### config.mk
export PLATFORM = sky130hd
export DESIGN_NAME = rr_arbiter_4
export DESIGN_NICKNAME = d
export VERILOG_FILES = /design/src/rtl/rr_arbiter_4.sv
export SDC_FILE = /design/constraint.sdc
export NUM_CORES = 1
export LEC_CHECK = 0
export ABC_AREA = 1
export BUFFER_PORTS_ARGS = -buffer_cell sky130_fd_sc_hd__buf_2
export CORE_MARGIN = 2
export CORE_UTILIZATION = 35
export DETAILED_ROUTE_END_ITERATION = 8
export REMOVE_ABC_BUFFERS = 1
export SYNTH_ARGS = -nofsm -noshare
export SYNTH_HDL_FRONTEND = slang
export SYNTH_SLANG_ARGS = --single-unit
### constraint.sdc
create_clock -name clk -period 1.4 [get_ports clk]
set_clock_uncertainty 0.1 [all_clocks]
set_input_delay 0 -clock clk [delete_from_list [all_inputs] [get_ports clk]]
set_output_delay 0 -clock clk [all_outputs]
set_load 0.01 [all_outputs]
### src/rtl/rr_arbiter_4.sv
// Four-requester arbiter with fixed or round-robin priority and registered, held grants.
// An owner keeps the resource until it drops its request or reaches MAX_HOLD cycles.
module rr_arbiter_4 #(
  parameter int MAX_HOLD = 8
) (
  input  logic       clk,
  input  logic       rst,
  input  logic [3:0] req,
  input  logic       rr_en,
  output logic [3:0] gnt,
  output logic [1:0] gnt_id,
  output logic       busy
);

  localparam int HCW = (MAX_HOLD < 1) ? 1 : $clog2(MAX_HOLD + 1);
  localparam logic [HCW-1:0] HOLD_LIM  = HCW'(MAX_HOLD);
  localparam logic [HCW-1:0] CNT_START = (MAX_HOLD != 0) ? HCW'(1) : '0;

  typedef enum logic {IDLE, GRANT} state_t;

  state_t         state, state_nx;
  logic [1:0]     ptr, ptr_nx;
  logic [1:0]     gnt_id_nx;
  logic [3:0]     gnt_nx;
  logic           busy_nx;
  logic [HCW-1:0] hold_cnt, hold_cnt_nx;
  logic           win_vld;
  logic [1:0]     win;
  logic           hold_hit;
  logic           rel;
  logic           arb;

  // k-th candidate in the priority order for the current mode.
  function automatic logic [1:0] prio_idx(input logic [1:0] p, input logic rr, input int k);
    logic [1:0] kk;
    kk = 2'(k);
    return rr ? (p - kk) : (2'd3 - kk);
  endfunction

  always_comb begin
    win_vld = 1'b0;
    win     = 2'd0;
    for (int k = 0; k < 4; k++) begin
      if (!win_vld && req[prio_idx(ptr, rr_en, k)]) begin
        win_vld = 1'b1;
        win     = prio_idx(ptr, rr_en, k);
      end
    end
  end

  assign hold_hit = (MAX_HOLD != 0) && (hold_cnt == HOLD_LIM);
  assign rel      = (state == GRANT) && (!req[gnt_id] || hold_hit);
  assign arb      = (state == IDLE) || rel;

  always_comb begin
    state_nx    = state;
    ptr_nx      = ptr;
    gnt_id_nx   = gnt_id;
    gnt_nx      = gnt;
    busy_nx     = busy;
    hold_cnt_nx = hold_cnt;
    if (arb) begin
      if (win_vld) begin
        state_nx    = GRANT;
        gnt_id_nx   = win;
        gnt_nx      = 4'b0001 << win;
        busy_nx     = 1'b1;
        hold_cnt_nx = CNT_START;
        // Pointing just below the winner makes it the lowest priority next time.
        ptr_nx      = win - 2'd1;
      end else begin
        state_nx    = IDLE;
        gnt_nx      = 4'b0000;
        busy_nx     = 1'b0;
        hold_cnt_nx = '0;
      end
    end else if ((MAX_HOLD != 0) && (hold_cnt != HOLD_LIM)) begin
      hold_cnt_nx = hold_cnt + HCW'(1);
    end
  end

  always_ff @(posedge clk) begin
    if (rst) begin
      state    <= IDLE;
      ptr      <= 2'b11;
      gnt_id   <= 2'b00;
      gnt      <= 4'b0000;
      busy     <= 1'b0;
      hold_cnt <= '0;
    end else begin
      state    <= state_nx;
      ptr      <= ptr_nx;
      gnt_id   <= gnt_id_nx;
      gnt      <= gnt_nx;
      busy     <= busy_nx;
      hold_cnt <= hold_cnt_nx;
    end
  end

endmodule
# == Word level (Yosys, flattened, before mapping) ==
# Index checks and enable logic that the tools add are counted.
# W data, S select, Z words.
# totals
register_bits,13
latchBits,0
ram_bits,0
mem_bits_ro,0
input_bits,7
out_inout_bits,7
n_memories,0
# op_classes
add_sub_neg,5
n_mul,0
div,0
order_cmp,5
eq_ne,2
shifts,1
mux,27
bitwise_logic,1
reduce_logical,12
# ops
cell,n
$mux W2,8
$lt A2 B3 Y1 const B,5
$mux W4,3
$mux W1,11
$bmux W1 S2,5
$add A4 B1 Y4 const B,1
$eq A4 B4 Y1 const B,1
$logic_and A1 B1 Y1,4
$logic_not A1 Y1,4
$ne A4 B4 Y1 const B,1
$shl A1 B2 Y4 const A,1
$sub A2 B1 Y2 const B,2
$sub A2 B2 Y2 const B,2
$logic_or A1 B1 Y1,2
$reduce_and A2 Y1,1
$reduce_bool A2 Y1,1
$not A1 Y1,1

# == Logic depth before layout (Yosys ltp) ==
# depth
word_depth,15
mapped_depth,14

# == Least setup slack after synthesis ==
# No wires, ideal clock.
# synth_timing
kind,register to register
startpoint,reg hold_cnt[0]
endpoint,reg gnt[1]
setup_ps,68
arrival_ps,1342
t_required_ps,1232
path_slack_ps,-110
stages_incl_launch_ff,11
path_buffers,0
synth_period_minus_slack_ps,1510
path_cell_list,dfxtp_1 > inv_1 > ha_1 > nand3b_1 > nand2_1 > a21oi_1 > nand2_1 > nor2_1 > inv_1 > nor2_1 > o21bai_2
# synth_between
elab_chain_len,4
# synth_lines
element,line,text
"start, declared",26,"logic [HCW-1:0] hold_cnt, hold_cnt_nx;"
"start signal, assigned",96,hold_cnt <= hold_cnt_nx;
$eq A4 B4 Y1,51,assign hold_hit = (MAX_HOLD != 0) && (hold_cnt == HOLD_LIM);
$logic_or A1 B1 Y1,52,assign rel = (state == GRANT) && (!req[gnt_id] || hold_hit);
$logic_and A1 B1 Y1,52,
$logic_or A1 B1 Y1,53,assign arb = (state == IDLE) || rel;
"end signal, assigned",94,gnt <= gnt_nx;
"end, declared",10,"output logic [3:0] gnt,"
# No other way between the ends.
# A chain may end at the register's enable or synchronous reset.

# == Worst setup path in the final report ==
# layout_timing
startpoint,reg ptr[0]
endpoint,reg gnt[1]
# layout_between
elab_chain_len,15
elab_cells_between_ends,31
classes_between,add/sub: 3; shift: 1; mux: 21; reduce/logical: 6
# layout_lines
element,line,text
"start, declared",22,"logic [1:0] ptr, ptr_nx;"
"start signal, assigned",92,ptr <= ptr_nx;
"parallel branches: the longest is 14 deep, another holds $sub A2 B1 Y2",--,
$mux W4 *,63,if (win_vld) begin
# Mark *: on every way between the ends. The select of a mux whose other input is x is not followed.

==> flow_summary.yaml <==
outcome:
  status: "finished with violations"
  violations: "setup timing"
cells_and_area:
  design_area_um2: 1370
  layout-drive-gt1-share_pct: 48.0
  num-nets-final: 187
  num-fill-cells: 277
  area_delta_synth_final_pct: 40.1
  antennaDiodeCount: 0
clocking:
  cts_root_buf: "clkbuf_4"
  htree_levels: 1
  clock_path_buffers: 2
  clk_pin_slew_ps: 80
  tritoncts: "yes"
  clk_latency_ps: 270
  numCtsBuffers: 3
  numClockSinks: 13
sta:
  rsz0062_at_grt: "yes"
  period_minus_slack_ps: 1630
  setup_viol: 10
  post-route-period-util_pct: 116
  tightest_slew_ps: 223
  fmax_ghz: 0.614
  hold_viol: 0
  max-slew-margin-rel_pct: 85.1
  final-max-slew-violation-count: 0
  fin_ws_ps: -230
  whs_ps: 213
route:
  wl_per_cell_um: 11.7
  vias_per_cell: 4.88
  first_pass_iters: 4
  vias: 1014
  drt_iter0_markers: 40
  wl_um: 2430
  detail-route-antenna-nets: 0
  drc_errors: 0
floorplanning:
  rows: 19
  fp.dieH_um: 56.8
  io-pin-count: 14
  start_util_pct: 36.0
  die_w_um: 56.8
  core_area_um2: 2710
  die_area_um2: 3220
power:
  comb_power_share_pct: 64.1
  pwr-share-clk_pct: 9.5
  seq_power_share_pct: 26.4
  p_sw_share_pct: 47.3
  power_leakage_nw: 0.671
  p_switching_w: 0.00110
  power.internal_w: 0.00122
  ir_drop_mv: 1.01
  pwr_density_cell_nw_per_um2: 1700
grt:
  antenna_found_initial: 0
  grt_pass1_wl_um: 4070
  grt_start_max_net_pins: 10
  overflow: 0
  grt_pass1_vias: 976
  gr-usage-all-layers_pct: 15.8
worst_setup_path:
  cpLargestDelayFamily: "simple AND/OR/NAND/NOR gates"
  r2r-end: "gnt[1]"
  worst_path_most_repeated_cell: "nand2_1"
  r2r_slack_ps: -230
  endpoint_kind: "register"
  critPathMaxStageDelay_ps: 380
  crit_type: "reg2reg"
  r2r_cells: 10
  startpoint_type: "register"
  critical_path_buf_inv_count: 2
  r2r_start: "ptr[0]"
  cp_slowest_cell: "dfxtp_4"
  path_cells: "buf_4 -> inv_4 -> nand3_1 -> nand2_1 -> nand2_1 -> nand2_4 -> nand4_1 -> nand2_2 -> nand3_2 -> o21bai_4"
  cp_data_required_time_ps: 1510
  arrival_ps: 1740
  crit_fanout: 5
yosys:
  synth.largest_area_cell: "dfxtp_1"
  synthCells: 141
  synth_cell_types: 27
  synth_area_leaders: "dfxtp_1 27%, nand2_1 16%, nand2_2 7.7%, nand3_1 7.7%, inv_1 5.4%"
  ys_ff_latch: 13
  synthDominantCellAreaShare_pct: 26.7
  yosysSeqAreaShare_pct: 26.7
  syn_area_per_cell_um2: 6.91
  syn_area_um2: 975
  yosys_warnings: 0
placement:
  port_buffers: 13
  hpwl_um: 1740
  place.gp.congestion: 0.833
  postPlaceCellArea_um2: 1160
min_path:
  min_path_type: "in2reg"
  min_delay_path_depth: 7
  holdPathEnd: "state"
  holdCritStartpoint: "req[2]"
run:
  maxCapViolations: 0
flip-flops by register name (all words and copies together) (netlist names):
signal / count
ptr: 2
gnt_id: 2
state: 1
hold_cnt: 4
gnt: 4
layout make-up:
type | count | area [um^2] | share of cell area (%)
Multi-Input combinational cell | 111 | 727 | 53.3
Sequential cell | 13 | 270 | 19.8
Timing Repair Buffer | 32 | 221 | 16.2
Inverter | 16 | 75.1 | 5.50
Tap cell | 31 | 38.8 | 2.84
Clock buffer | 4 | 26.3 | 1.92
Timing Repair inverter | 1 | 6.26 | 0.458
synthesized netlist by cell type, drive strengths merged:
cell,number
o211ai,1
nand3,17
o21a,1
buf,1
or2,1
nand4,4
o21ai,3
nand3b,1
nor2,16
nand2,57
dfxtp,13
o21bai,1
a21oi,4
xnor2,1
inv,16
xor2,1
a21boi,1
ha,2
tightest hold or removal path, stage by stage:
cell     delay (ps)
buf_2           110
nand2_2          70
nand2_4          90
nor2_4           40
nand2_4          80
nor2_4           40
nor2_2           90
how the worst max path moves through the flow:
stage | start | to | slack, ps | cells past startpoint
6_report | ptr[0] | gnt[1] | -230 | 10
2_1_floorplan | hold_cnt[0] | gnt[1] | -110 | 10
3_3_place_gp | ptr[0] | ptr[1] | -250 | 10
3_5_place_dp | ptr[0] | gnt[0] | -260 | 10
5_1_grt | ptr[0] | gnt[1] | -330 | 12
4_1_cts | ptr[0] | ptr[0] | -160 | 13
power by group through the flow:
stage          Sequential [W]  Clock [W]  Combinational, W
2_1_floorplan        0.000596          0          0.000806
3_3_place_gp         0.000573          0           0.00115
3_5_place_dp         0.000577          0           0.00117
4_1_cts              0.000605   0.000232           0.00133
5_1_grt              0.000631   0.000243           0.00163
6_report             0.000613   0.000221           0.00149
per-stage QoR:
| step | setup TNS, ps | setup slack [ps] | std cells | utilization, % | total power, W |
|---|---|---|---|---|---|
| 6_report | -1670 | -230 | 208 | 50.4 | 0.00232 |
| 5_1_grt | -2940 | -335 | 208 | 50.4 | 0.00250 |
| 4_1_cts | -1190 | -163 | 204 | 47.9 | 0.00217 |
| 3_5_place_dp | -2220 | -255 | 197 | 43.0 | 0.00174 |
| 3_3_place_gp | -2100 | -251 | 197 | 43.0 | 0.00172 |
| 2_1_floorplan | -641 | -110 | 140 | - | 0.00140 |
layout by cell type (no fill, tap or decap), drive strengths merged:
master,count
a21boi,1
a21oi,4
buf,31
clkbuf,4
dfxtp,13
dlygate4sd3,1
ha,2
inv,17
nand2,57
nand3,17
nand3b,1
nand4,4
nor2,16
o211ai,1
o21a,1
o21ai,3
o21bai,1
or2,1
xnor2,1
xor2,1
layer usage:
| layer | global-route usage [%] | routed length (um) |
|---|---|---|
| met5 | 0 | 0 |
| met4 | 6.31 | 40 |
| met3 | 2.30 | 60 |
| met2 | 28.4 | 1320 |
| met1 | 18.5 | 1020 |
cell families after synthesis:
logic type                 after synthesis  synth area share (%)
AOI/OAI and AO/OA                       11                  8.99
xor gates and xnor gates                 2                  1.80
adders and majority gates                2                  2.57
buffers and inverters                   17                  8.09
DFF                                     13                  26.7
and+or+nand+nor                         96                  51.9
repair_timing:
action                                  4_1_cts  5_1_grt
hold endpoints to repair                      5        0
endpoints found under the setup margin       13       13
pin swaps                                     6       11
cloned                                        0        1
resized for setup                            28       11
setup buffers                                 2        3
hold buffers                                  1        0
Power figures use the tool's default switching activity.
